## config.mk

```make
export PLATFORM = sky130hd
export DESIGN_NAME = abcd_sequence_driver
export DESIGN_NICKNAME = d
export VERILOG_FILES = /design/src/rtl/abcd_sequence_driver.sv
export SDC_FILE = /design/constraint.sdc
export NUM_CORES = 1
export LEC_CHECK = 0
export ABC_AREA = 1
export BUFFER_PORTS_ARGS = -buffer_cell sky130_fd_sc_hd__buf_4
export CAP_MARGIN = 20
export CORE_MARGIN = 2
export CORE_UTILIZATION = 54
export CTS_BUF_LIST = sky130_fd_sc_hd__clkbuf_2 sky130_fd_sc_hd__clkbuf_4 sky130_fd_sc_hd__clkbuf_8
export DETAILED_ROUTE_END_ITERATION = 12
export PLACE_DENSITY_LB_ADDON = 0.2
export SYNTH_ARGS = -nofsm -noshare
export SYNTH_HDL_FRONTEND = slang
export SYNTH_SLANG_ARGS = --single-unit
```

## constraint.sdc

```tcl
create_clock -name clk -period 1.3 [get_ports clk]
set_input_delay 0.26 -clock clk [delete_from_list [all_inputs] [get_ports clk]]
set_output_delay 0.26 -clock clk [all_outputs]
set_load 0.05 [all_outputs]
```

## src/rtl/abcd_sequence_driver.sv

```systemverilog
// Drives one a/b/c/d group with the pattern a ##1 b[*B_REPS] ##1 c[*C_REPS], d on the last c.
// Optional macro ERR_INJ_EN adds an inject_err input that suppresses d for the run it starts.
module abcd_sequence_driver #(
    parameter int unsigned B_REPS = 2,
    parameter int unsigned C_REPS = 3,
    parameter int unsigned CNT_W  = 8
) (
    input  logic             clk,
    input  logic             rst_n,
    input  logic             start,
    input  logic             abort,
`ifdef ERR_INJ_EN
    input  logic             inject_err,
`endif
    output logic             busy,
    output logic             done,
    output logic             a,
    output logic             b,
    output logic             c,
    output logic             d,
    output logic [CNT_W-1:0] seq_count
);

    localparam int unsigned MAX_REPS = (B_REPS > C_REPS) ? B_REPS : C_REPS;
    localparam int unsigned REP_W    = (MAX_REPS > 1) ? $clog2(MAX_REPS) : 1;

    typedef enum logic [1:0] {
        S_IDLE,
        S_A,
        S_B,
        S_C
    } state_t;

    localparam logic [REP_W-1:0] B_LAST = REP_W'(B_REPS - 1);
    localparam logic [REP_W-1:0] C_LAST = REP_W'(C_REPS - 1);

    state_t           state;
    state_t           state_nxt;
    logic [REP_W-1:0] rep;
    logic [REP_W-1:0] rep_nxt;
    logic             err_q;
    logic             err_nxt;
    logic             err_req;
    logic             done_nxt;
    logic             a_nxt;
    logic             b_nxt;
    logic             c_nxt;
    logic             d_nxt;

`ifdef ERR_INJ_EN
    assign err_req = inject_err;
`else
    assign err_req = 1'b0;
`endif

    // Next state plus the output levels for the cycle after this edge
    always_comb begin
        state_nxt = state;
        rep_nxt   = rep;
        err_nxt   = err_q;
        done_nxt  = 1'b0;
        case (state)
            S_IDLE: begin
                if (start && !abort) begin
                    state_nxt = S_A;
                    rep_nxt   = '0;
                    err_nxt   = err_req;
                end
            end
            S_A: begin
                state_nxt = S_B;
                rep_nxt   = '0;
            end
            S_B: begin
                if (rep == B_LAST) begin
                    state_nxt = S_C;
                    rep_nxt   = '0;
                end else begin
                    rep_nxt = rep + 1'b1;
                end
            end
            S_C: begin
                if (rep == C_LAST) begin
                    state_nxt = S_IDLE;
                    rep_nxt   = '0;
                    done_nxt  = 1'b1;
                end else begin
                    rep_nxt = rep + 1'b1;
                end
            end
            default: begin
                state_nxt = S_IDLE;
                rep_nxt   = '0;
            end
        endcase
        // Abort cancels the run outright: no done, no count
        if (abort && (state != S_IDLE)) begin
            state_nxt = S_IDLE;
            rep_nxt   = '0;
            done_nxt  = 1'b0;
        end
        a_nxt = (state_nxt == S_A);
        b_nxt = (state_nxt == S_B);
        c_nxt = (state_nxt == S_C);
        d_nxt = (state_nxt == S_C) && (rep_nxt == C_LAST) && !err_nxt;
    end

    always_ff @(posedge clk) begin
        if (!rst_n) begin
            state     <= S_IDLE;
            rep       <= '0;
            err_q     <= 1'b0;
            busy      <= 1'b0;
            done      <= 1'b0;
            a         <= 1'b0;
            b         <= 1'b0;
            c         <= 1'b0;
            d         <= 1'b0;
            seq_count <= '0;
        end else begin
            state <= state_nxt;
            rep   <= rep_nxt;
            err_q <= err_nxt;
            busy  <= (state_nxt != S_IDLE);
            done  <= done_nxt;
            a     <= a_nxt;
            b     <= b_nxt;
            c     <= c_nxt;
            d     <= d_nxt;
            if (done_nxt) begin
                seq_count <= seq_count + CNT_W'(1);
            end
        end
    end

endmodule
```

==> impl_results.md, run 1 <==
- Run status: finished clean
- Leak pwr: 0.506 nW
- Core ar.: 1470 sq um
- Top Usage Layer GRT: met2
- Synth cell types: 18
- Chip height: 43.2 um
- Worst Path Required: 1540 ps
- TritonCTS clock tree: yes
- Layout Cells excl Fill: 160
- Critical R2R Capture: d
- Startpoint Class: flip-flop
- Placed instance area: 988 sq um
- Post-route ant nets: 0
- Largest net degree at the start of global routing: 11
- Fin area: 1060 sq um
- Total number of vias: 822
- Tot GR Track Use: 18.8%
- Main combinational cell family by area after synthesis: simple AND/OR/NAND/NOR gates
- Vias in the first global route: 670
- IO buf count: 17
- Critical path type: reg -> reg
- DP HPWL: 1250 um
- Worst hold path cell count: 3
- Setup TNS: 0 ps
- Hold WC Path Type: in -> reg
- Final Cycle Share: 92.1%
- I/O pin count: 18
- CTS sink cnt: 19
- DRC violations left: 0
- CTS Hold Bufs: 0
- Slowest cell delay on critical path: 390 ps
- WL final: 1750 um
- Placed Cells: 153
- Mapped Cells: 119
- Wire per inst: 10.9 um
- Clock skew after layout: 4.67 ps
- RePlAce Congestion: 0.912
- Clk slew on worst S/H paths: 100 ps
- FP Rows: 14
- Die area: 1870 sq um
- Post-synthesis sequential area ratio: 45.8%
- Clk root buf: clkbuf_4
- Number of CTS-inserted buffers: 3
- Peak supply drop: 612 uV
- Syn. warnings: 0
- Met2 Resource Use GR: 34.0%
- Final WS setup: 103 ps
- Initial antenna violation count: 0
- Global-route wire length before repair: 2610 um
- Synth Area in Compound Gates: 6.63%
- DR vias/cell: 5.14
- Power Dens Cells: 945 nW/um^2
- DRT iter0 DRCs: 9
- Layout area overhead: 27.1%
- Post-synthesis mux area share: 0%
- Hold path startpoint: rst_n
- Simple-Gate Fraction of Synth Area: 34.5%
- Setup crit end kind: flip-flop
- Buffers & Inverters on Critical Path: 2
- R2R setup slack: 100 ps
- CP cell instances: inv_1 > nand2_2 > nand2_1 > o21ai_1 > nand2_1 > nor2_1 > inv_1 > nor2_1
- Layout cells sized above 1: 29.2%
- CP max-delay cell: dfxtp_1
- CP arrival: 1440 ps
- Mean Syn Cell Area: 6.98 sq um
- Worst-Skew Late Latency: 290 ps
- Post-synth net total: 124
- Worst-Margin Slew: 256 ps
- Maximum buffer depth of the clock tree: 2
- Final min period: 1200 ps
- Relative slew margins: 82.8%
- Max_cap viols: 0
- Worst hold endpoint: seq_count[6]
- Max-slew violation count: 0
- Drt pass-1 iters: 4
- Post-Syn Area: 831 sq um
- Worst reg2reg path depth: 8
- Seq cells post-synth: 19
- Diode count: 0
- Critical path fanouts, max: 5
- Htree depth: 1
- Final setup violation count: 0
- Fmax achieved: 835 MHz
- Starting Density: 56.5%
- Worst path top cell family by delay: simple AND/OR/NAND/NOR gates
- Grt total ovfl: 0
- Hold Fails Final Rpt: 0
- Net count reported at finish: 150
- XOR/XNOR share of the synthesized area: 2.11%
- Die Width: 43.2 um
- Met1 usage: 20.9%
- Post-Place Worst Slack: -8.60 ps
- Layout Utilization: 71.8%
- Adder-Cell Fraction of Synth Area: 1.51%
- Met3 Usage GRT: 2.98%
- RR Startpoint: rep[0]
metal layers:
metal | share of wire (%) | wire length [um]
met1 | 43 | 749
met2 | 50 | 877
met3 | 4.7 | 82
met4 | 2.3 | 41
met5 | 0 | 0
worst register-to-register path, delay by kind of cell, from the launching register on:
family	cells	cell delay (ps)
compound gates	1	100
buf+inv	2	130
flops	1	390
simple gates	5	520
metrics by stage:
stage	hold slack, ps	total power, W
6_report	240	0.000998
5_1_grt	238	0.00103
4_1_cts	232	0.000998
3_5_place_dp	446	0.000689
3_3_place_gp	438	0.000687
2_1_floorplan	376	0.000658
cells in the final DEF, fill, tap and decap left out, drive strengths merged:
| master | Yosys | layout |
|---|---|---|
| nand2 | 37 | 37 |
| buf | 1 | 22 |
| nor2 | 20 | 20 |
| dfxtp | 19 | 19 |
| inv | 18 | 18 |
| a21oi | 6 | 6 |
| nand3 | 6 | 6 |
| o21ai | 5 | 5 |
| clkbuf | 0 | 4 |
| nor3 | 3 | 3 |
| xor2 | 2 | 2 |
| nand4 | 1 | 1 |
| ha | 1 | 1 |
state kept, by name, summed over array words and instances, names as in the netlist:
| name | flops |
|---|---|
| a | 1 |
| d | 1 |
| seq_count | 8 |
| c | 1 |
| busy | 1 |
| state | 2 |
| err_q | 1 |
| done | 1 |
| b | 1 |
| rep | 2 |
cell usage after synthesis (all sizes together):
cell type | number | area, sq um
xor2 | 2 | 17.5
a21oi | 6 | 30.0
o21ai | 5 | 25.0
ha | 1 | 12.5
nor2 | 20 | 77.6
dfxtp | 19 | 380
nand2 | 37 | 141
nand4 | 1 | 6.26
inv | 18 | 67.6
nor3 | 3 | 26.3
buf | 1 | 11.3
nand3 | 6 | 35.0
how the worst max path moves through the flow:
stage                              end  slack [ps]    startpoint  depth (start not counted)
after global routing                 d          -7      state[1]                          8
after floorplan           seq_count[6]          -6  seq_count[5]                          5
after detailed placement  seq_count[5]          -9      state[0]                          5
after CTS                            d          50        rep[0]                          8
after global placement    seq_count[5]          80      state[0]                          5
final                                d         100        rep[0]                          8
where the power goes:
group          leakage, nW  switching [W]  total [W]  internal (W)
Combinational        0.330      0.0000569  0.0000855     0.0000287
Clock               0.0184       0.000176   0.000316      0.000140
Sequential           0.157     0.00000593   0.000596      0.000590
cells by family (layout without fill, tap and decap cells):
group           count (synthesis)  count (layout)
compound gates                 11              11
flops                          19              19
xor+xnor                        2               2
buf+inv                        19              44
fa+ha+maj                       1               1
simple gates                   67              67
layout make-up:
cell class / count / area, sq um
Tap cell: 16 / 20.0
Multi-Input combinational cell: 81 / 384
Timing Repair Buffer: 22 / 165
Sequential cell: 19 / 389
Clock buffer: 4 / 30.0
Inverter: 18 / 67.6
Fill cell: 130 / 415
what timing repair did:
item,in CTS,in global routing
resized for setup,0,7
pin swaps,1,1
endpoints found under the setup margin,2,6
setup buffers,3,0
(Power assumes the default switching activity.)
==> inputs of run 2 (changes only) <==
CORE_UTILIZATION = 51   (was 54)
CTS_BUF_LIST = not set   (was sky130_fd_sc_hd__clkbuf_2 sky130_fd_sc_hd__clkbuf_4 sky130_fd_sc_hd__clkbuf_8)
==> run 2 against run 1 <==
Against the previous run: fmax is 2.3% lower; sequential share of layout area is 1.1 points higher; wire length is 5.9% lower; critical path depth is 2 lower; largest cell class unchanged; largest power group unchanged; clock skew is 2.7 ps lower; critical endpoint is now seq_count[5]; via count is 3.5% lower.
==> impl_results.md, run 2 (synthesis results as in run 1) <==
- Run status: finished clean
- Largest registers: seq_count (8), rep (2), state (2)
- DP HPWL: 1270 um (+1.8%)
- Die area: 1970 sq um (+5.3%)
- Htree depth: 1 (unchanged)
- Fill cell count: 134 (+3.1%)
- Worst-Skew Late Latency: 310 ps (+20 ps)
- CP max-delay cell: dfxtp_1
- Slowest cell delay on critical path: 430 ps (+40 ps)
- Setup crit start: state[0]
- CTS Hold Bufs: 0 (unchanged)
- Hold WS: 218 ps (-22.6 ps)
- Max reg flops: 8 (unchanged)
- Commonest non-fill, non-tap cell in the layout: nand2_1
- Setup crit end kind: flip-flop
- Max-slew violation count: 0 (unchanged)
- Maximum buffer depth of the clock tree: 2 (unchanged)
- Total number of vias: 793 (-3.5%)
- Largest net degree at the start of global routing: 13 (+2)
- Worst path depth: 6 (-2)
- Initial antenna violation count: 0 (unchanged)
- Final min period: 1230 ps (+28.2 ps)
- Net count reported at finish: 147 (-2.0%)
- Core ar.: 1520 sq um (+3.6%)
- Power Dens Cells: 968 nW/um^2 (+2.5%)
- Number of CTS-inserted buffers: 3 (unchanged)
- Critical path fanouts, max: 11 (+6)
- Final Cycle Share: 94.3% (+2.2 points)
- Chip height: 44.4 um (+2.6%)
- FP Rows: 14 (unchanged)
- Wire per inst: 10.5 um (-4.1%)
- Startpoint Class: flip-flop
- Unrepaired setup endpoints after global routing: false
- Worst Path Required: 1520 ps (-20 ps)
- Clk slew on worst S/H paths: 110 ps (about the same)
- Clock skew after layout: 1.94 ps (-2.73 ps)
- CP arrival: 1440 ps (about the same)
- TritonCTS clock tree: yes
- Vias in the first global route: 679 (+1.3%)
- RePlAce Congestion: 0.860 (-5.8%)
- Number of gates resized after CTS: 0 (unchanged)
- DRC violations left: 0 (unchanged)
- DRT iter0 DRCs: 21 (+12)
- Most used cell, CP: nor2_1
- I/O pin count: 18 (unchanged)
- Hold Fails Final Rpt: 0 (unchanged)
- Grt total ovfl: 0 (unchanged)
- Max_cap viols: 0 (unchanged)
- DR vias/cell: 5.05 (-1.7%)
- Worst hold path cell count: 3 (unchanged)
- Fin area: 1020 sq um (-3.2%)
- Tot GR Track Use: 18.3% (-0.49 points)
- Buffers & Inverters on Critical Path: 1 (-1)
- Layout area overhead: 23.0%
- CP cell instances: nand2_2 > nor3_4 > buf_4 > nand2_1 > nor2_1 > nor2_1
- CTS sink cnt: 19 (unchanged)
- WL final: 1650 um (-5.9%)
- Setup Buffers After CTS: 0 (-3)
- Post-route ant nets: 0 (unchanged)
- Fmax achieved: 816 MHz (-2.3%)
- Most frequent cells in the layout: 35 x nand2_1, 19 x nor2_1, 19 x buf_4
- Placed instance area: 988 sq um (unchanged)
- Worst reg2reg path depth: 6 (-2)
- IO buf count: 17 (unchanged)
- Critical path type: reg -> reg
- Diode count: 0 (unchanged)
- RR Startpoint: state[0]
- Hold WC Path Type: in -> reg
- Peak supply drop: 759 uV (+24%)
- Hold path startpoint: rst_n
- Layout cells sized above 1: 24.8% (-4.3 points)
- Relative slew margins: 82.5% (-0.30 points)
- Layout Utilization: 67.1% (-4.7 points)
- Worst path top cell family by delay: simple AND/OR/NAND/NOR gates
- Worst-Margin Slew: 260 ps (+3.70 ps)
- Clk root buf: clkbuf_4
- Global-route wire length before repair: 2610 um (unchanged)
- Final setup violation count: 0 (unchanged)
- Reg with most FFs: seq_count
- Drt pass-1 iters: 6 (+2)
- Die Width: 44.4 um (+2.6%)
- Leak pwr: 0.483 nW (-4.5%)
- Starting Density: 54.5% (-1.9 points)
## run 2: changes by cell type in the layout (fill, tap and decap cells not counted)
cell | before | now
buf_4 | 22 | 19
nand3_2 | 2 | 1
o21ai_0 | 2 | 3
nor2_1 | 17 | 19
dfxtp_1 | 12 | 13
dfxtp_2 | 7 | 6
clkbuf_4 | 4 | 3
clkinvlp_4 | 0 | 1
nand3_1 | 4 | 5
o21ai_1 | 3 | 2
nor2_2 | 3 | 1
## run 2: tightest hold or removal path: stages
cell and delay (ps):
buf_4 140, nand2_1 60, nor2_1 30
## run 2: cell type report
cell class                      instances  area [sq um]  area share [%]
Multi-Input combinational cell         81           374            36.6
Sequential cell                        19           388            37.9
Clock buffer                            3          22.5            2.20
Timing Repair Buffer                   19           143            14.0
Inverter                               18          67.6            6.61
Tap cell                               16          20.0            1.96
Clock inverter                          1          7.51           0.734
## run 2: worst paths after layout
path                  end  slack (ps)
max reg2reg  seq_count[5]          70
max          seq_count[5]          70
min          seq_count[5]         220
min reg2reg         err_q         470
## run 2: report_power, final
part | switching, W | internal [W] | leakage (nW)
Combinational | 0.0000526 | 0.0000264 | 0.312
Sequential | 0.00000607 | 0.000590 | 0.157
Clock | 0.000197 | 0.000118 | 0.0139
## run 2: stage by stage
step           setup slack, ps  setup TNS, ps  total power [W]  instances
3_3_place_gp               141              0         0.000686        153
5_1_grt                   7.46              0          0.00103        157
6_report                  74.5              0         0.000990        157
4_1_cts                   57.7              0          0.00100        157
3_5_place_dp              79.0              0         0.000688        153
2_1_floorplan            -5.93          -5.93         0.000658        119
## run 2: per-layer routing
| metal | GRT usage [%] | share of wire [%] | up-vias |
|---|---|---|---|
| met3 | 6.12 | 6.6 | 7 |
| met5 | 0 | 0 | - |
| met2 | 31.2 | 47 | 30 |
| met4 | 10.9 | 2.8 | 0 |
| li1 | - | - | 407 |
| met1 | 19.5 | 43 | 349 |
